===== config.mk =====
export PLATFORM = sky130hd
export DESIGN_NAME = cla_pipe_adder
export DESIGN_NICKNAME = d
export VERILOG_FILES = /design/src/rtl/cla_pipe_adder.sv
export SDC_FILE = /design/constraint.sdc
export NUM_CORES = 1
export LEC_CHECK = 0
export BUFFER_PORTS_ARGS = -buffer_cell sky130_fd_sc_hd__buf_4
export CORE_ASPECT_RATIO = 0.7
export CORE_UTILIZATION = 60
export CTS_CLUSTER_DIAMETER = 60
export DETAILED_ROUTE_END_ITERATION = 10
export PLACE_DENSITY = 0.82
export SYNTH_ARGS = -nofsm -noshare
export SYNTH_HDL_FRONTEND = slang
export SYNTH_SLANG_ARGS = --single-unit

===== constraint.sdc =====
create_clock -name clk -period 10.8 [get_ports clk]
set_clock_uncertainty 0.2 [all_clocks]
set_input_delay 2.16 -clock clk [delete_from_list [all_inputs] [get_ports clk]]
set_output_delay 2.16 -clock clk [all_outputs]
set_load 0.01 [all_outputs]

===== src/rtl/cla_pipe_adder.sv =====
// Pipelined carry-lookahead add/sub: one CHUNK-bit slice per stage, result after STAGES-1 edges past acceptance.
// Backpressure: a single advance (adv = !out_valid || out_ready) freezes every stage; in_ready = adv.
module cla_pipe_adder #(
    parameter int WIDTH = 16,
    parameter int CHUNK = 4
) (
    input  logic             clk,
    input  logic             rst,
    input  logic             in_valid,
    output logic             in_ready,
    input  logic [WIDTH-1:0] a,
    input  logic [WIDTH-1:0] b,
    input  logic             cin,
    input  logic             sub,
    output logic             out_valid,
    input  logic             out_ready,
    output logic [WIDTH-1:0] s,
    output logic             cout,
    output logic             ovf
);

    localparam int STAGES = WIDTH / CHUNK;

    // Returns {carry out, carry into slice MSB, sum}; every carry is a flat
    // sum-of-products over generate/propagate rather than a ripple chain.
    function automatic logic [CHUNK+1:0] cla_slice(
        input logic [CHUNK-1:0] x,
        input logic [CHUNK-1:0] y,
        input logic             ci
    );
        logic [CHUNK-1:0] g;
        logic [CHUNK-1:0] p;
        logic [CHUNK:0]   c;
        logic             term;
        g    = x & y;
        p    = x ^ y;
        c    = '0;
        c[0] = ci;
        for (int i = 0; i < CHUNK; i++) begin
            for (int j = 0; j <= i; j++) begin
                term = g[j];
                for (int m = j + 1; m <= i; m++) term = term & p[m];
                c[i+1] = c[i+1] | term;
            end
            term = ci;
            for (int m = 0; m <= i; m++) term = term & p[m];
            c[i+1] = c[i+1] | term;
        end
        return {c[CHUNK], c[CHUNK-1], p ^ c[CHUNK-1:0]};
    endfunction

    // Per-stage registers: operands carry the not-yet-resolved upper slices,
    // s_r accumulates the finished lower slices so a result leaves as one word.
    logic             v_r [STAGES];
    logic             c_r [STAGES];
    logic [WIDTH-1:0] a_r [STAGES];
    logic [WIDTH-1:0] b_r [STAGES];
    logic [WIDTH-1:0] s_r [STAGES];
    logic             ovf_r;

    logic             iv    [STAGES];
    logic             ici   [STAGES];
    logic [WIDTH-1:0] ia    [STAGES];
    logic [WIDTH-1:0] ib    [STAGES];
    logic [WIDTH-1:0] iprev [STAGES];
    logic [WIDTH-1:0] ns    [STAGES];
    logic             nc    [STAGES];
    logic             msb_c;
    logic             adv;

    assign out_valid = v_r[STAGES-1];
    assign s         = s_r[STAGES-1];
    assign cout      = c_r[STAGES-1];
    assign ovf       = ovf_r;
    assign adv       = !out_valid || out_ready;
    assign in_ready  = adv;

    always_comb begin
        logic [CHUNK+1:0] r;
        r     = '0;
        msb_c = 1'b0;
        // Subtraction folds into stage 0 as a + ~b + 1, so sub never travels.
        iv[0]    = in_valid;
        ia[0]    = a;
        ib[0]    = sub ? ~b : b;
        ici[0]   = sub | cin;
        iprev[0] = '0;
        for (int k = 1; k < STAGES; k++) begin
            iv[k]    = v_r[k-1];
            ia[k]    = a_r[k-1];
            ib[k]    = b_r[k-1];
            ici[k]   = c_r[k-1];
            iprev[k] = s_r[k-1];
        end
        for (int k = 0; k < STAGES; k++) begin
            r     = cla_slice(ia[k][k*CHUNK +: CHUNK], ib[k][k*CHUNK +: CHUNK], ici[k]);
            ns[k] = iprev[k];
            ns[k][k*CHUNK +: CHUNK] = r[CHUNK-1:0];
            nc[k] = r[CHUNK+1];
            if (k == STAGES - 1) msb_c = r[CHUNK];
        end
    end

    always_ff @(posedge clk) begin
        if (rst) begin
            for (int k = 0; k < STAGES; k++) begin
                v_r[k] <= 1'b0;
                c_r[k] <= 1'b0;
                a_r[k] <= '0;
                b_r[k] <= '0;
                s_r[k] <= '0;
            end
            ovf_r <= 1'b0;
        end else if (adv) begin
            for (int k = 0; k < STAGES; k++) begin
                v_r[k] <= iv[k];
                c_r[k] <= nc[k];
                a_r[k] <= ia[k];
                b_r[k] <= ib[k];
                s_r[k] <= ns[k];
            end
            ovf_r <= nc[STAGES-1] ^ msb_c;
        end
    end

endmodule


==> flow_summary.toml <==
[cts]
htreeDepth = 3
postCtsSetupBuffers = 0
cts_buffer_depth = 2
clkSinkCount = 97
cts_tree = "built"
numCtsBuffers = 9
clk_latency_ns = 0.35
holdBufCountCts = 0
ctsResizeCount = 0
clk_pin_slew_ns = 0.09
root_buffer = "clkbuf_8"

[grt]
track_usage_pct = 18.9
antenna_found_initial = 0
grt_first_pass_wirelength_mm = 10.8
grt_remaining_overflow = 0
grt_pass1_vias = 2309
grt_max_degree = 88

[status]
status = "finished, final reports clean"

[detailed_routing]
drc = 0
initialDrtViolationCount = 159
routedWlPerCell_um = 15.3
wl_met3_um = 407
ant_nets = 0
totalWireLength_mm = 6.85
wl_met1_mm = 3.10
via_per_inst = 5.54
route.met2.wl_mm = 3.31
top_layer_used = "met4"
vias = 2484
drt_pass1_iterations = 4

[cells_and_area]
n_antenna_cell = 0
syn2layout_area_growth_pct = 17.0
drive_above_1_share_pct = 24.0
n_fill_cell = 434
fin_area_um2 = 5090
nNetsFinal = 411
instances_no_fill = 448

[die]
num_rows = 25
start_util_pct = 63.3
io_pins = 58
die_h_um = 73.3
dieWidth_um = 104
dieArea_um2 = 7610
core_um2 = 6880

[timing]
rsz0062_at_grt = "false"
period_needed_ns = 5.43
clock.fmax_ghz = 0.184
relSlewSlack_pct = 29.5
whs_ns = 0.347
setup_violations = 0
hold_viol = 0
tns_ns = 0
tightest_slew_ns = 1.06
slew_viol_final = 0
finalCritPeriodShare_pct = 50.3

[synth]
yosysWarnings = 0
synth_ff_type = "edfxtp_1"
synth_fp_nets = 360
avgSynthCellArea_um2 = 14.6
ys_async_sr_fraction_pct = 0
synth-seq-area-share_pct = 66.7
synth_cell_types = 37
synth_edf_count = 96
synth.cell_area_um2 = 4350
synth-seq-cells = 97
synth_cells = 298

[placement]
dp.cells = 432
placed_area_um2 = 4830
port-buffer-count = 57
gp_congestion = 0.760
dp_hpwl_mm = 4.25

[critical_path]
cp-end-kind = "primary output"
critPathRequiredTime_ns = 8.44
path_class = "in -> out"
reg2reg_depth = 5
cp_max_fo = 74
cp.arrival_ns = 3.07
start_kind = "input port"

[worst_hold_path]
worst_hold_path_type = "reg -> reg"
min_delay_path_depth = 2

[power]
leakage_nw = 2.43
worst_ir_drop_vdd_mv = 0.0808
power.density_nw_per_um2 = 162

[flow_run]
max_cap_viol_count = 0
## registers in the layout (all words and copies together) (netlist names)
| register | cells |
|---|---|
| v_r | 4 |
| b_r | 24 |
| ovf | 1 |
| s_r | 40 |
| a_r | 24 |
| c_r | 4 |
## stage by stage
| step | setup slack, ns | total power, W | utilization (%) |
|---|---|---|---|
| floorplan | 5.63 | 0.000505 | - |
| global placement | 5.38 | 0.000531 | 70.2 |
| detailed placement | 5.39 | 0.000535 | 70.2 |
| CTS | 5.38 | 0.000830 | 74.0 |
| global route | 5.28 | 0.000850 | 74.0 |
| finish | 5.37 | 0.000826 | 74.0 |
## cell usage in the layout, fill, tap and decap left out, types with 3 or more instances in the layout
master     Yosys  routed
and3_1        67      67
buf_4          1      59
bufinv_16      0       4
clkbuf_8       0       9
edfxtp_1      96      96
fa_1           4       4
ha_1          20      20
inv_1          3       3
nor2_1        19      19
nor3_1        10      10
o21a_1         9       9
xnor2_1       15      15
xor2_1         5       5
## per-layer routing
layer  track usage [%]  vias to the layer above
met4              5.24                        0
met3              5.41                        4
met1              24.6                     1194
met2              31.9                       76
met5                 0                        -
li1                  -                     1210
## final timing paths
check             startpoint    endpoint  slack, ns
setup / recovery   out_ready    in_ready       5.37
hold / removal           ovf         ovf       0.35
setup reg to reg   v_r[0][3]  s_r[0][63]       8.24
hold reg to reg          ovf         ovf       0.35
## power by group
group	switching [W]	internal (W)	leakage [nW]
clock network	0.000122	0.000178	0.131
logic	0.0000362	0.0000400	1.15
registers	0.00000777	0.000442	1.15
total	0.000166	0.000660	2.43
## cells in the mapped netlist, types with 3 or more instances
master / instances / area, um2
nor2_1: 19 / 71.3
nor3_1: 10 / 50.1
inv_1: 3 / 11.3
fa_1: 4 / 80.1
buf_2: 5 / 25.0
xnor2_1: 15 / 131
edfxtp_1: 96 / 2880
clkbuf_1: 10 / 37.5
o21a_1: 9 / 67.6
and3_1: 67 / 419
ha_1: 20 / 250
xor2_1: 5 / 43.8
## worst max-delay path, cell delays in order
cell and delay, ns:
buf_4 0.09, nor2b_4 0.05, inv_2 0.04, buf_4 0.47, buf_4 0.23
## cell families after synthesis
logic type	Yosys count	synth area share, %
AOI/OAI and AO/OA	20	3.71
xor gates and xnor gates	20	4.02
muxes	3	0.747
buffers and inverters	24	2.53
DFF	97	66.7
and+or+nand+nor	110	14.7
adders and majority gates	24	7.59
## area by class of cell
cell class	instances	area [um2]	area share (%)
Clock inverter	7	141	2.78
Sequential cell	97	2900	57.0
Timing Repair Buffer	59	443	8.69
Inverter	5	18.8	0.368
Clock buffer	9	124	2.43
Tap cell	94	118	2.31
Multi-Input combinational cell	177	1350	26.4
No activity file was read; power rests on OpenSTA's default activity.
